==> config.mk <==
export PLATFORM = sky130hd
export DESIGN_NAME = delay_line_var
export DESIGN_NICKNAME = d
export VERILOG_FILES = /design/src/rtl/delay_line_var_pkg.sv /design/src/rtl/delay_line_stage.sv /design/src/rtl/delay_line_var.sv
export SDC_FILE = /design/constraint.sdc
export NUM_CORES = 1
export LEC_CHECK = 0
export ABC_AREA = 1
export CORE_ASPECT_RATIO = 0.8
export CORE_MARGIN = 4
export CORE_UTILIZATION = 30
export CTS_CLUSTER_SIZE = 30
export DETAILED_ROUTE_END_ITERATION = 7
export PLACE_DENSITY = 0.55
export SLEW_MARGIN = 15
export SYNTH_ARGS = -nofsm -noshare
export SYNTH_HDL_FRONTEND = slang
export SYNTH_HIERARCHICAL = 1
export SYNTH_SLANG_ARGS = --single-unit
==> constraint.sdc <==
create_clock -name clk -period 3.7 [get_ports clk]
set_input_delay 1.11 -clock clk [delete_from_list [all_inputs] [get_ports clk]]
set_output_delay 1.11 -clock clk [all_outputs]
set_load 0.005 [all_outputs]
==> src/rtl/delay_line_var_pkg.sv <==
// Shared helpers for the variable-depth delay line.
// Pure functions only; no storage, no latency.
// No flow control of its own.
package delay_line_var_pkg;

   // Tap requests past the last stage read the last stage rather than wrapping.
   function automatic int clamp_tap(input int sel, input int max_delay);
      return (sel > max_delay) ? max_delay : sel;
   endfunction

endpackage

==> src/rtl/delay_line_stage.sv <==
// One {valid, data} register of the delay line.
// Latency: one en-high clock edge from v_i/d_i to v_o/d_o.
// Holds when en is low; flush clears only the valid bit and keeps data.
module delay_line_stage #(
   parameter int WIDTH = 16
) (
   input  logic             clk,
   input  logic             reset,
   input  logic             en,
   input  logic             flush,
   input  logic             v_i,
   input  logic [WIDTH-1:0] d_i,
   output logic             v_o,
   output logic [WIDTH-1:0] d_o
);

   logic             v_q, v_d;
   logic [WIDTH-1:0] d_q, d_d;

   // Next state: flush beats advance, and a flushed cycle drops the incoming sample.
   always_comb begin
      v_d = v_q;
      d_d = d_q;
      if (flush) begin
         v_d = 1'b0;
      end else if (en) begin
         v_d = v_i;
         d_d = d_i;
      end
   end

   // Stage register; reset clears data too so no X ever reaches the tap mux.
   always_ff @(posedge clk) begin
      if (reset) begin
         v_q <= 1'b0;
         d_q <= '0;
      end else begin
         v_q <= v_d;
         d_q <= d_d;
      end
   end

   assign v_o = v_q;
   assign d_o = d_q;

endmodule

==> src/rtl/delay_line_var.sv <==
// Delay line with runtime-selected tap depth, valid bit, stall and flush.
// Latency: delay_sel en-high edges (0 = combinational passthrough).
// en low stalls every stage; the input is ignored while stalled.
module delay_line_var
   import delay_line_var_pkg::*;
#(
   parameter  int WIDTH     = 16,
   parameter  int MAX_DELAY = 8,
   localparam int SEL_WIDTH = $clog2(MAX_DELAY + 1)
) (
   input  logic                 clk,
   input  logic                 reset,
   input  logic                 en,
   input  logic                 flush,
   input  logic [SEL_WIDTH-1:0] delay_sel,
   input  logic                 in_valid,
   input  logic [WIDTH-1:0]     in,
   output logic                 out_valid,
   output logic [WIDTH-1:0]     out,
   output logic                 busy
);

   logic [MAX_DELAY-1:0] stage_v;
   logic [WIDTH-1:0]     stage_d [MAX_DELAY];
   int                   tap;

   for (genvar i = 0; i < MAX_DELAY; i++) begin : g_stage
      logic             v_in;
      logic [WIDTH-1:0] d_in;

      if (i == 0) begin : g_head
         assign v_in = in_valid;
         assign d_in = in;
      end else begin : g_link
         assign v_in = stage_v[i-1];
         assign d_in = stage_d[i-1];
      end

      delay_line_stage #(
         .WIDTH (WIDTH)
      ) u_stage (
         .clk   (clk),
         .reset (reset),
         .en    (en),
         .flush (flush),
         .v_i   (v_in),
         .d_i   (d_in),
         .v_o   (stage_v[i]),
         .d_o   (stage_d[i])
      );
   end

   // Tap mux: tap 0 bypasses the registers, tap k reads stage k-1, oversize taps clamp.
   always_comb begin
      tap       = clamp_tap(32'(delay_sel), MAX_DELAY);
      out_valid = in_valid;
      out       = in;
      for (int k = 1; k <= MAX_DELAY; k++) begin
         if (tap == k) begin
            out_valid = stage_v[k-1];
            out       = stage_d[k-1];
         end
      end
   end

   // Anything still in flight, regardless of which tap is being read.
   always_comb begin
      busy = |stage_v;
   end

endmodule
Word-level counts from Yosys, hierarchy flattened

Cells that the tools add are included.

Flip-flop bits (word level): 136
Output and inout port bits: 18
Logic and storage cells: 46

Order comparisons: 1
Eq/ne operators: 8
Mux-type cells: 17
Bitwise gates (word level): 1
Reductions and logical operators: 3

Operator list:

| cell                 | count |
|---|---|
| $mux W16             | 8 |
| $eq A4 B3 Y1 const B | 4 |
| $eq A4 B2 Y1 const B | 2 |
| $mux W1              | 8 |
| $reduce_or A8 Y1     | 1 |
| $eq A4 B1 Y1 const B | 1 |
| $eq A4 B4 Y1 const B | 1 |
| $gt A4 B4 Y1 const B | 1 |
| $mux W4              | 1 |
| $reduce_and A2 Y1    | 1 |
| $reduce_or A2 Y1     | 1 |
| $not A1 Y1           | 1 |

Longest topological paths before layout

Word-level depth: 11
Gate-level depth with buffers: 14
Depth with buffers taken out: 14

Hierarchy

Netlist, hierarchy kept.

Modules (own cells, without submodules):

| module           | instances | cells an instance | area an instance (um2) | seq. area each (um2) |
|---|---|---|---|---|
| delay_line_stage | 8         | 109               | 733.2                  | 340.3 |
| delay_line_var   | 1         | 453               | 1990.7                 | 0.0 |

Worst setup path before layout

No wires, ideal clock.

Path type: input to output
From: in delay_sel[3]
To: out out[14]
Arrival: 2.304 ns
Required time: 2.590 ns
Setup slack: 0.286 ns
Cell stages on the path: 13
Cells stage by stage: buf_6 -> clkinv_2 -> nand2_2 -> nor3_4 -> inv_2 -> buf_6 -> or2_0 -> nand2_1 -> nand2_1 -> nand2_1 -> nand2_1 -> nand2_1 -> nand2_1

Word-level cells in the longest chain between the ends: 11

RTL lines:

| what                   | RTL line                | source |
|---|---|---|
| start: declaration     | delay_line_var.sv:15    | `input logic [SEL_WIDTH-1:0] delay_sel,` |
| $gt A4 B4 Y1           | delay_line_var_pkg.sv:8 | `return (sel > max_delay) ? max_delay : sel;` |
| $mux W4 (*)            | delay_line_var_pkg.sv:8 |  |
| $eq A4 B1 Y1           | delay_line_var.sv:59    | `if (tap == k) begin` |
| $mux W16 (7 in series) | delay_line_var.sv:59    |  |
| $mux W16 (*)           | delay_line_var.sv:59    |  |
| end: declaration       | delay_line_var.sv:19    | `output logic [WIDTH-1:0] out,` |

Mark *: on every way between the ends. The rest lies on a longest branch, timed or not.

Worst setup path after layout

From: in delay_sel[3]
To: out out[8]

The elaborated chain is that of the path after synthesis.

==> out/results.ini <==
[route]
vias = 8179
drc_errors = 0
final_antenna_net_count = 0
drt-total-wl_um = 26200
drtPass1Iterations = 5
vias_per_cell = 4.61
wire_per_inst_um = 14.8
first_iter_violations = 851

[logic_synthesis]
syn_nets = 1350
ys_warn_count = 6
synthFlopType = dfxtp_1
ys_seq_area_frac = 0.347
synth_top_area_cell = dfxtp_1
synth_area_um2 = 7860
synth_common_cells = nor2_1 (332), nand2_1 (326), inv_1 (180)
yosysTopAreaCellShare = 0.347
ys_ff_latch = 136
netlist_instances = 1325
synthArstFlopShare = 0
yosysMostFrequentCell = nor2_1
ys_types = 26
synth.avg_cell_area_um2 = 5.93
ys_top_cells_by_area = dfxtp_1 (35%), nor2_1 (16%), nand2_1 (16%)
synth_edf_count = 0

[setup_path]
crit_required_ps = 2590
crit_path_start_kind = primary input
reg2reg_depth = 4
crit_chain = buf_8 > buf_6 > nor2_4 > buf_6 > buf_8 > buf_6 > nand4_1 > nand3_2 > nand3_2 > nand3_2 > nand2_1 > nand2_1 > nand2_1 > nand2_1 > nand2_1 > buf_2
timing.critical_path.mode_cell = nand2_1
reg2reg_slack_ps = 2880
end_kind = output pin
cp_max_fo = 6
max_stage_delay_ps = 180
crit_type = in -> out
critical_path_arrival_ps = 2680
critPathSlowestCell = nor2_4

[timing]
setup_viol = 17
layout_min_cycle_time_ps = 3790
final-hold-violation-count = 0
slew-limit-headroom = 0.525
rsz0062_at_grt = true
timing.fmax_mhz = 264
period_share = 1.02
fin_skew_ps = 15.6
timing.hold.ws_ps = 480
worst_pin_slew_ps = 713
finalWorstSetupSlack_ps = -92.2
slew_violations = 0

[die]
die_width_um = 189
num_rows = 52
dieArea_um2 = 28900
initial_core_util = 0.307
die_height_um = 153
ioPinCount = 43
core_area_um2 = 25600

[placed_design]
placed_cell_area_um2 = 8700
io_buffers = 42
gp_congestion = 0.950
detailed_place_hpwl_um = 17600

[cells_and_area]
n_antenna_cell = 0
regArea_um2 = 2720
finalInstanceArea_um2 = 10200
layout-drive-gt1-share = 0.212
syn_to_final_growth_pct = 29.3
fillers = 2772
multiInputGateArea_um2 = 4330
nets = 1435

[grt]
grt_use_met2 = 0.254
grt_pass1_wl_um = 41700
grt_use_total = 0.179
grt_pass1_vias = 7512
grtUsageMet1 = 0.279
groute.layer.met3.usage = 0.0259
grt-busiest-layer = met1
overflow = 0
antenna_found_initial = 0
grt_max_degree = 62

[status]
violations = setup timing
status = finished, violations left

[clock_network]
cts_tree = yes
cts_root_buf = clkbuf_16
cts_htree_levels = 4
clock_sinks = 136
clock_path_buffers = 2
cts_buffers = 17
clk_pin_slew_ps = 60
clkLatencyLatePin_ps = 440
cts-hold-fix-buffers = 0

[worst_hold_path]
hold_depth = 2
min-delay-path-class = reg -> reg

[power]
p_leak_nw = 4.99
p_total_mw = 4.18
power.density_nw_per_um2 = 412
ir_drop_uv = 280

[run]
max-cap-violations = 0

==> layout make-up <==
cell class / count / share of cell area
Clock buffer: 18 / 0.0423
Multi-Input combinational cell: 915 / 0.427
Inverter: 209 / 0.0793
Clock inverter: 14 / 0.0193
Tap cell: 351 / 0.0432
Timing Repair Buffer: 131 / 0.121
Sequential cell: 136 / 0.268
==> critical path: cells and delay by family <==
kind | cells | cell delay (ps)
AND/OR/NAND/NOR | 10 | 850
buffers and inverters | 6 | 700
==> through the flow <==
step	worst slack, ps	TNS, ps	std cells	util
2_1_floorplan	286	0	1325	-
3_3_place_gp	-943	-14440	1702	0.340
3_5_place_dp	-959	-14480	1702	0.340
4_1_cts	-84.6	-701	1773	0.391
5_1_grt	-222	-2680	1774	0.397
6_report	-92.2	-920	1774	0.397
==> kinds of logic (layout without fill, tap and decap cells) <==
logic type / Yosys count / after routing / synth area share
buf+inv: 275 / 372 / 0.156
compound gates: 27 / 27 / 0.0172
simple gates: 887 / 888 / 0.480
flops: 136 / 136 / 0.347
==> metal layers <==
| layer | share of wire | vias to the layer above |
|---|---|---|
| met3 | 0.068 | 32 |
| met2 | 0.41 | 266 |
| met1 | 0.51 | 3727 |
| met5 | 0 | - |
| met4 | 0.019 | 0 |
| li1 | - | 4154 |
==> state kept, by name, indices dropped and copies added, names as in the netlist <==
signal               flops
g_stage.u_stage/d_o    128
g_stage.u_stage/v_o      8
==> report_power, final <==
| part | switching [mW] | total [mW] | internal [mW] |
|---|---|---|---|
| sequential | 0.0890 | 1.64 | 1.55 |
| clock | 0.712 | 1.85 | 1.14 |
| combinational | 0.413 | 0.688 | 0.275 |
==> placed cells by master, fill, tap and decap left out, types with 4 or more instances in the layout <==
cell type,count
nor2_1,326
clkbuf_16,17
or2_4,13
nor2_4,14
clkinv_1,8
clkdlybuf4s50_1,20
nand2_2,51
inv_1,175
buf_4,50
nand2_1,275
dfxtp_1,136
clkinv_2,4
nand4_1,17
buf_12,5
o21ai_0,17
buf_2,19
buf_6,32
nand3_1,130
a21oi_1,9
or2_2,4
inv_2,22
bufinv_16,4
nand3_2,41
==> path summary, 6_finish.rpt <==
kind / endpoint / startpoint
max: out[8] / delay_sel[3]
min: g_stage[7].u_stage/d_o[4]$_SDFFE_PP0P_ / g_stage[7].u_stage/d_o[4]$_SDFFE_PP0P_
max reg2reg: g_stage[1].u_stage/d_o[14]$_SDFFE_PP0P_ / g_stage[0].u_stage/d_o[14]$_SDFFE_PP0P_
min reg2reg: g_stage[7].u_stage/d_o[4]$_SDFFE_PP0P_ / g_stage[7].u_stage/d_o[4]$_SDFFE_PP0P_
==> what timing repair did <==
action / 4_1_cts / 5_1_grt
hold endpoints to repair: 0 / 0
buffers inserted: 35 / 1
resized for setup: 211 / 48
cloned: 4 / 0
setup endpoints to repair: 17 / 17
pin swaps: 76 / 72
No activity file was read; power rests on OpenSTA's default activity.
